`config.mk`:
```
export PLATFORM = sky130hd
export DESIGN_NAME = mips_wb_queue
export DESIGN_NICKNAME = d
export VERILOG_FILES = /design/src/rtl/mips_wb_queue.sv
export SDC_FILE = /design/constraint.sdc
export NUM_CORES = 1
export LEC_CHECK = 0
export ABC_CLOCK_PERIOD_IN_PS = 2200
export CAP_MARGIN = 20
export CORE_ASPECT_RATIO = 2
export CORE_MARGIN = 3
export CORE_UTILIZATION = 35
export CTS_BUF_LIST = sky130_fd_sc_hd__clkbuf_8
export DETAILED_ROUTE_END_ITERATION = 8
export RECOVER_POWER = 100
export SLEW_MARGIN = 20
export SYNTH_ARGS = -nofsm -noshare
export SYNTH_HDL_FRONTEND = slang
export SYNTH_SLANG_ARGS = --single-unit
```
`constraint.sdc`:
```
create_clock -name clk -period 2.2 [get_ports clk]
set_clock_uncertainty 0.1 [all_clocks]
set_input_delay 0.22 -clock clk [delete_from_list [all_inputs] [get_ports clk]]
set_output_delay 0.22 -clock clk [all_outputs]
set_load 0.005 [all_outputs]
```
`src/rtl/mips_wb_queue.sv`:
```
// Writeback queue ahead of mips_regfile: merges mem/alu register writes into an
// in-order FIFO, drains one write per cycle, and flags reads of still-queued registers.

// Per-entry snoop: compares one stored destination against both read ports.
module mips_wb_entry_snoop (
    input  logic       live,
    input  logic [4:0] entry_regnum,
    input  logic [4:0] rd1_regnum,
    input  logic [4:0] rd2_regnum,
    output logic       hit1,
    output logic       hit2
);
    assign hit1 = live && (entry_regnum == rd1_regnum);
    assign hit2 = live && (entry_regnum == rd2_regnum);
endmodule

module mips_wb_queue #(
    parameter int DEPTH = 4,
    parameter int PTR_W = 2
) (
    input  logic             clk,
    input  logic             reset,
    input  logic             mem_valid,
    output logic             mem_ready,
    input  logic [4:0]       mem_regnum,
    input  logic [31:0]      mem_data,
    input  logic             alu_valid,
    output logic             alu_ready,
    input  logic [4:0]       alu_regnum,
    input  logic [31:0]      alu_data,
    output logic             wr_enable,
    output logic [4:0]       wr_regnum,
    output logic [31:0]      wr_data,
    input  logic [4:0]       rd1_regnum,
    input  logic [4:0]       rd2_regnum,
    output logic             rd1_pending,
    output logic             rd2_pending,
    output logic [PTR_W:0]   count
);
    typedef struct packed {
        logic [4:0]  regnum;
        logic [31:0] data;
    } wb_entry_t;

    wb_entry_t [DEPTH-1:0] entries;
    logic [PTR_W-1:0]      head, tail, alu_slot;
    logic [PTR_W:0]        count_q, count_next;
    logic                  mem_push, alu_push, pop;
    logic [DEPTH-1:0]      hit1, hit2;

    // Ready is conservative: the same-cycle pop earns no credit, so neither
    // ready path depends on the write port or on its own valid.
    assign mem_ready = count_q < (PTR_W+1)'(DEPTH);
    assign alu_ready = ({1'b0, count_q} + (PTR_W+2)'(mem_valid)) < (PTR_W+2)'(DEPTH);

    // Writes to $0 complete the handshake but never occupy a slot.
    assign mem_push = mem_valid && mem_ready && (mem_regnum != 5'd0);
    assign alu_push = alu_valid && alu_ready && (alu_regnum != 5'd0);
    assign alu_slot = tail + PTR_W'(mem_push);

    assign pop        = (count_q != '0);
    assign count_next = count_q + (PTR_W+1)'(mem_push) + (PTR_W+1)'(alu_push)
                        - (PTR_W+1)'(pop);

    always_ff @(posedge clk or negedge reset) begin
        if (!reset) begin
            head    <= '0;
            tail    <= '0;
            count_q <= '0;
        end else begin
            head    <= head + PTR_W'(pop);
            tail    <= tail + PTR_W'(mem_push) + PTR_W'(alu_push);
            count_q <= count_next;
        end
    end

    // Storage is deliberately left uninitialised; occupancy is tracked by count_q.
    always_ff @(posedge clk) begin
        if (mem_push) entries[tail]     <= '{regnum: mem_regnum, data: mem_data};
        if (alu_push) entries[alu_slot] <= '{regnum: alu_regnum, data: alu_data};
    end

    assign wr_enable = pop;
    assign wr_regnum = pop ? entries[head].regnum : 5'd0;
    assign wr_data   = pop ? entries[head].data   : 32'd0;
    assign count     = count_q;

    // An entry is live when its distance from head (mod DEPTH) is below count;
    // the head entry stays live during the cycle it is being written.
    genvar i;
    generate
        for (i = 0; i < DEPTH; i++) begin : g_snoop
            logic [PTR_W-1:0] offset;
            logic             live;
            assign offset = PTR_W'(i) - head;
            assign live   = {1'b0, offset} < count_q;
            mips_wb_entry_snoop u_snoop (
                .live         (live),
                .entry_regnum (entries[i].regnum),
                .rd1_regnum   (rd1_regnum),
                .rd2_regnum   (rd2_regnum),
                .hit1         (hit1[i]),
                .hit2         (hit2[i])
            );
        end
    endgenerate

    assign rd1_pending = (rd1_regnum != 5'd0) && (|hit1);
    assign rd2_pending = (rd2_regnum != 5'd0) && (|hit2);
endmodule

```
==> results of run 1 <==
## flip-flops by register name (all words and copies together) (netlist names)
name,cells
head,2
entries,148
count,3
tail,2
## how the worst max path moves through the flow
stage	startpoint	endpoint	slack (ps)	cells past startpoint
after floorplan	mem_regnum[1]	entries[134]$_DFF_P_	-170	7
after global placement	mem_regnum[1]	entries[131]$_DFF_P_	-670	8
after global routing	head[0]$_DFF_PN0_	rd1_pending	-550	9
final	head[0]$_DFF_PN0_	rd1_pending	-400	9
after CTS	head[1]$_DFF_PN0_	rd2_pending	-420	9
after detailed placement	mem_regnum[1]	entries[138]$_DFF_P_	-730	9
## what timing repair did
item | CTS | global route
setup endpoints to repair | 191 | 191
hold buffers | 1 | 0
setup buffers | 101 | 28
pin swaps | 85 | 41
gates cloned | 36 | 1
resized for setup | 450 | 220
hold endpoints to repair | 7 | 0
## power groups by stage
stage	Sequential (mW)	Combinational, mW	Clock, mW
detailed placement	5.28	9.56	0
global placement	5.22	9.43	0
global route	5.46	14.9	2.47
finish	5.29	14.0	2.33
CTS	5.24	13.3	2.36
floorplan	5.02	5.97	0
## critical path: cells and delay by family (launching register included)
kind | cells | cell delay [ps]
and+or+nand+nor | 3 | 340
xor gates and xnor gates | 1 | 220
AOI/OAI and AO/OA | 2 | 320
adders and majority gates | 1 | 280
buffers and inverters | 2 | 200
DFF | 1 | 450
## cells by family after synthesis
logic type / share of synthesized area, %
multiplexers: 27.0
AND/OR/NAND/NOR: 12.2
XOR/XNOR: 4.70
adder cells (fa/ha/maj): 1.69
buffers and inverters: 7.56
flip-flops: 36.6
AO/OA/AOI/OAI: 10.2
## metal layers
metal | vias up | track usage [%] | routed length (um)
li1 | 3618 | - | -
met3 | 101 | 4.02 | 1190
met5 | - | 0 | 0
met1 | 3912 | 25.3 | 11700
met2 | 265 | 45.5 | 18200
met4 | 0 | 15.0 | 1560
## area by class of cell
cell class / instances / area, um2
tap: 287 / 359
sequential: 155 / 3140
antenna: 1 / 2.50
timing repair buffer: 335 / 4040
clock inverter: 12 / 145
clock buffer: 20 / 275
multi-input combinational: 628 / 6050
inverter: 11 / 42.5
fill: 1998 / 9970
## cell usage in the layout, fill, tap and decap left out, types with 3 or more instances in the layout
cell,instances
a21oi_1,3
buf_12,53
buf_16,19
buf_2,32
buf_4,58
buf_6,53
buf_8,19
bufinv_16,3
clkbuf_2,6
clkbuf_8,20
clkdlybuf4s50_1,84
clkinv_2,5
dfrtp_1,5
dfxtp_1,148
dlygate4sd2_1,4
dlygate4sd3_1,3
ha_1,5
ha_4,4
inv_1,6
inv_2,5
mux2i_1,148
mux4_2,37
nand2_1,13
nand2_2,90
nand2_4,46
nand3_1,8
nand3_2,4
nor2b_1,11
nor2b_4,27
nor4_1,4
nor4_2,3
nor4_4,4
o21ai_1,83
o21ai_2,65
xnor2_1,25
xor2_1,17
==> flow_metrics.env, run 1 <==
export IMPL_grt_first_pass_wirelength_mm=48.5
export IMPL_hold_ws_ps=224
export IMPL_yosysTopAreaCell="dfxtp_1"
export IMPL_syn_area_mm2=0.00857
export IMPL_placedCellCount=1297
export IMPL_dr_pass1_iters=4
export IMPL_synthDistinctLibCells=39
export IMPL_ys_async_sr_fraction_pct=4.52
export IMPL_io_pins=133
export IMPL_grt_pass1_vias=8507
export IMPL_power_density_mw_per_mm2=1540
export IMPL_hold_class="in -> reg"
export IMPL_synth_edf_count=0
export IMPL_coreArea_mm2=0.0240
export IMPL_dr_total_vias=7896
export IMPL_hold_path_end="entries[33]$_DFF_P_"
export IMPL_power_share_clock_pct=10.8
export IMPL_syn_inst=865
export IMPL_critPathKind="reg -> out"
export IMPL_wirelength_mm=32.6
export IMPL_die_h_um=227
export IMPL_ys_seq_area_share_pct=36.6
export IMPL_ys_ff_latch=155
export IMPL_period_minus_slack_ps=2600
export IMPL_drive_gt1_share_pct=50.0
export IMPL_worstPathRequired_ps=1880
export IMPL_relSlewSlack_pct=70.5
export IMPL_synth_common_cells="nand2_1, dfxtp_1, mux2i_1"
export IMPL_cts_buffers_inserted=17
export IMPL_die_w_um=117
export IMPL_utilization_pct=58.5
export IMPL_placed_area_mm2=0.0106
export IMPL_end_kind="primary output"
export IMPL_crit_chain="xor2_2 > inv_1 > ha_1 > nand2b_1 > o2bb2ai_4 > nor4_2 > nor4_1 > a21oi_1 > buf_2"
export IMPL_status="finished, violations left"
export IMPL_overflow=0
export IMPL_leakage_nw=6.69
export IMPL_clkLatencyLatePin_ps=470
export IMPL_yosysWarnings=0
export IMPL_grt_max_degree=23
export IMPL_num_nets_final=1247
export IMPL_postSynthAreaPerCell_um2=9.91
export IMPL_p_sw_share_pct=37.1
export IMPL_pwr_share_seq_pct=24.5
export IMPL_rsz0062_at_grt="yes"
export IMPL_worstMarginPinSlew_ps=441
export IMPL_fin_area_mm2=0.0141
export IMPL_crit_arrival_ps=2280
export IMPL_worst_slack_ps=-400
export IMPL_irDropWorstVdd_mv=0.761
export IMPL_numPortBuffers=132
export IMPL_syn_nets=964
export IMPL_synth_most_common_cell="nand2_1"
export IMPL_drtIter0Drc=326
export IMPL_h_tree_depth=4
export IMPL_clk_pin_slew_worst_paths_ps=90
export IMPL_power_switching_mw=8.03
export IMPL_fmax_mhz=385
export IMPL_vias_per_cell=5.45
export IMPL_synthFlopType="dfxtp_1"
export IMPL_drv_cap=0
export IMPL_wl_per_cell_um=22.5
export IMPL_finalMaxSlewViolations=0
export IMPL_gp_congestion=0.944
export IMPL_synthToLayoutAreaGrowth_pct=64.0
export IMPL_post_place_ws_ps=-734
export IMPL_r2r_setup_slack_ps=-360
export IMPL_track_usage_pct=24.6
export IMPL_min_path_cells=4
export IMPL_total_power_mw=21.6
export IMPL_violations="setup timing"
export IMPL_critical_path_max_stage_delay_ps=450
export IMPL_p_comb_share_pct=64.7
export IMPL_grt_antenna_before_repair=0
export IMPL_synth_top_area_share_pct=34.6
export IMPL_timing_rr_end="count[2]$_DFF_PN0_"
export IMPL_synthTopCellsByArea="dfxtp_1, mux2i_1, mux4_2"
export IMPL_initial_core_util_pct=35.7
export IMPL_critPathMaxFanout=2
export IMPL_ff2ff_path_depth=11
export IMPL_dieArea_mm2=0.0265
export IMPL_hpwlAfterDp_mm=18.0
export IMPL_rows=80
export IMPL_p_int_mw=13.6
export IMPL_cts_sinks=155
export IMPL_remaining_drc_errors=0
export IMPL_crit_path_top_delay_cell="dfrtp_2"
export IMPL_instances_no_fill=1449
export IMPL_tns_ps=-30580
export IMPL_post_route_period_util_pct=118
export IMPL_r2r_start="count[2]$_DFF_PN0_"
export IMPL_antenna_left=0
export IMPL_cts_root_buf="clkbuf_8"
export IMPL_setup_viol=188
export IMPL_min_from="mem_regnum[1]"
export IMPL_cp_start_kind="flop"
export IMPL_final_hold_viol_count=0
export IMPL_cts_tree="done"
export IMPL_cts_max_path_buffers=2
(Power assumes the default switching activity.)
==> inputs of run 2 (changes only) <==
Settings changed: PLACE_DENSITY set to 0.66.
==> run 2 against run 1 <==
The run still ends with setup timing left. Non-clock buffer count down 5. Final cell count down 0.35%. Count of clock-buffer cells in the layout unchanged. Fmax fell by 2.4%. Combinational power about the same. Critical path depth up 3. Largest cell class unchanged. Largest power group unchanged.
==> flow_metrics.env, run 2 (same netlist as run 1, synthesis figures left out) <==
export IMPL_status="finished, violations left"
export IMPL_violations="setup timing"
export IMPL_synthToLayoutAreaGrowth_pct=61.7
export IMPL_cp_start_kind="flop"
export IMPL_rsz0062_at_grt="yes"
export IMPL_hpwlAfterDp_mm=17.9
export IMPL_min_from="mem_regnum[3]"
export IMPL_worstMarginPinSlew_ps=547
export IMPL_drive_gt1_share_pct=47.6
export IMPL_crit_arrival_ps=2920
export IMPL_cts_tree="done"
export IMPL_irDropWorstVdd_mv=0.700
export IMPL_drv_cap=0
export IMPL_cts_buffers_inserted=17
export IMPL_grt_first_pass_wirelength_mm=46.9
export IMPL_tns_ps=-42270
export IMPL_grt_max_degree=21
export IMPL_cts_max_path_buffers=2
export IMPL_worstPathRequired_ps=2460
export IMPL_post_route_period_util_pct=121
export IMPL_hold_path_end="entries[72]$_DFF_P_"
export IMPL_cts_root_buf="clkbuf_8"
export IMPL_post_place_ws_ps=-709
export IMPL_antenna_left=0
export IMPL_largest_reg_flops=148
export IMPL_gp_congestion=0.917
export IMPL_rows=80
export IMPL_initial_core_util_pct=35.7
export IMPL_min_path_cells=4
export IMPL_power_switching_mw=8.07
export IMPL_end_kind="flop"
export IMPL_placed_area_mm2=0.0106
export IMPL_dr_total_vias=8024
export IMPL_num_nets_final=1242
export IMPL_fmax_mhz=375
export IMPL_clk_pin_slew_worst_paths_ps=80
export IMPL_remaining_drc_errors=0
export IMPL_wl_per_cell_um=22.9
export IMPL_finalMaxSlewViolations=0
export IMPL_die_w_um=117
export IMPL_timing_rr_end="count[2]$_DFF_PN0_"
export IMPL_worst_slack_ps=-464
export IMPL_leakage_nw=6.55
export IMPL_final_hold_viol_count=0
export IMPL_relSlewSlack_pct=63.3
export IMPL_vias_per_cell=5.56
export IMPL_wirelength_mm=33.1
export IMPL_cts_sinks=155
export IMPL_hold_class="in -> reg"
export IMPL_power_share_clock_pct=10.0
export IMPL_p_comb_share_pct=65.4
export IMPL_overflow=0
export IMPL_die_h_um=227
export IMPL_io_pins=133
export IMPL_fin_area_mm2=0.0139
export IMPL_clkLatencyLatePin_ps=470
export IMPL_p_int_mw=13.3
export IMPL_ff2ff_path_depth=12
export IMPL_r2r_start="count[1]$_DFF_PN0_"
export IMPL_h_tree_depth=4
export IMPL_setup_viol=187
export IMPL_utilization_pct=57.7
export IMPL_numPortBuffers=132
export IMPL_r2r_setup_slack_ps=-460
export IMPL_dieArea_mm2=0.0265
export IMPL_track_usage_pct=23.7
export IMPL_drtIter0Drc=418
export IMPL_power_density_mw_per_mm2=1550
export IMPL_dr_pass1_iters=5
export IMPL_period_minus_slack_ps=2660
export IMPL_grt_pass1_vias=8306
export IMPL_hold_ws_ps=163
export IMPL_coreArea_mm2=0.0240
export IMPL_critPathMaxFanout=3
export IMPL_critPathKind="reg -> reg"
export IMPL_largest_register="entries"
export IMPL_pwr_share_seq_pct=24.6
export IMPL_grt_antenna_before_repair=0
export IMPL_p_sw_share_pct=37.7
export IMPL_mostFrequentLayoutCells="mux2i_1, dfxtp_1, clkdlybuf4s50_1"
## run 2: changes by cell type in the layout (fill, tap and decap cells not counted), moves of 3 or more
cell and change:
nand2_1 +24, nand2_4 -13, nand2_2 -11, buf_12 -8, clkbuf_16 +7, buf_8 -6
buf_6 +4, nor2b_4 +3, nor4_2 +3
## run 2: per-stage QoR
stage                     instances  power, mW
after global placement         1297       14.6
after CTS                      1432       20.1
final                          1444       21.4
after floorplan                 865       11.0
after detailed placement       1297       14.8
after global routing           1443       22.5
## run 2: layout make-up
| class | count | area [um2] |
|---|---|---|
| antenna | 1 | 2.50 |
| fill | 1911 | 10200 |
| timing repair buffer | 330 | 4050 |
| sequential | 155 | 3140 |
| tap | 287 | 359 |
| clock buffer | 20 | 275 |
| inverter | 11 | 43.8 |
| clock inverter | 12 | 113 |
| multi-input combinational | 628 | 5880 |
## run 2: how the worst max path moves through the flow
stage	start	to	depth (start not counted)
after global placement	mem_regnum[1]	entries[39]$_DFF_P_	9
final	count[1]$_DFF_PN0_	count[2]$_DFF_PN0_	12
after global routing	head[1]$_DFF_PN0_	rd1_pending	9
after CTS	head[1]$_DFF_PN0_	rd2_pending	9
after detailed placement	mem_regnum[1]	entries[138]$_DFF_P_	9
after floorplan	mem_regnum[1]	entries[134]$_DFF_P_	7
## run 2: per-layer routing
metal	wire [um]	GRT usage [%]	part of all wire, %	vias up
met5	0	0	0	-
met4	2400	13.6	7.2	0
met3	1560	4.23	4.7	123
met2	17700	43.4	54	327
met1	11400	24.6	34	3947
li1	-	-	-	3627
## run 2: critical path, cell delays in order (launching register included)
cell	delay, ps
dfrtp_1	410
buf_6	140
buf_6	100
nor3_1	420
buf_6	180
inv_4	30
ha_4	230
xnor2_2	130
ha_2	180
inv_2	60
o31ai_4	60
fa_2	360
xnor2_1	130
## run 2: what timing repair did
action,4_1_cts,5_1_grt
pin swaps,68,25
hold buffers,1,0
buffers inserted,75,27
resized for setup,370,237
cloned,31,9
hold endpoints to repair,7,0
endpoints found under the setup margin,191,191
## run 2: power groups by stage
stage	Sequential [mW]	Combinational (mW)	Clock, mW
final	5.28	14.0	2.14
after global routing	5.44	14.8	2.26
after CTS	5.23	12.7	2.16
after detailed placement	5.27	9.55	0
after global placement	5.20	9.40	0
after floorplan	5.02	5.97	0
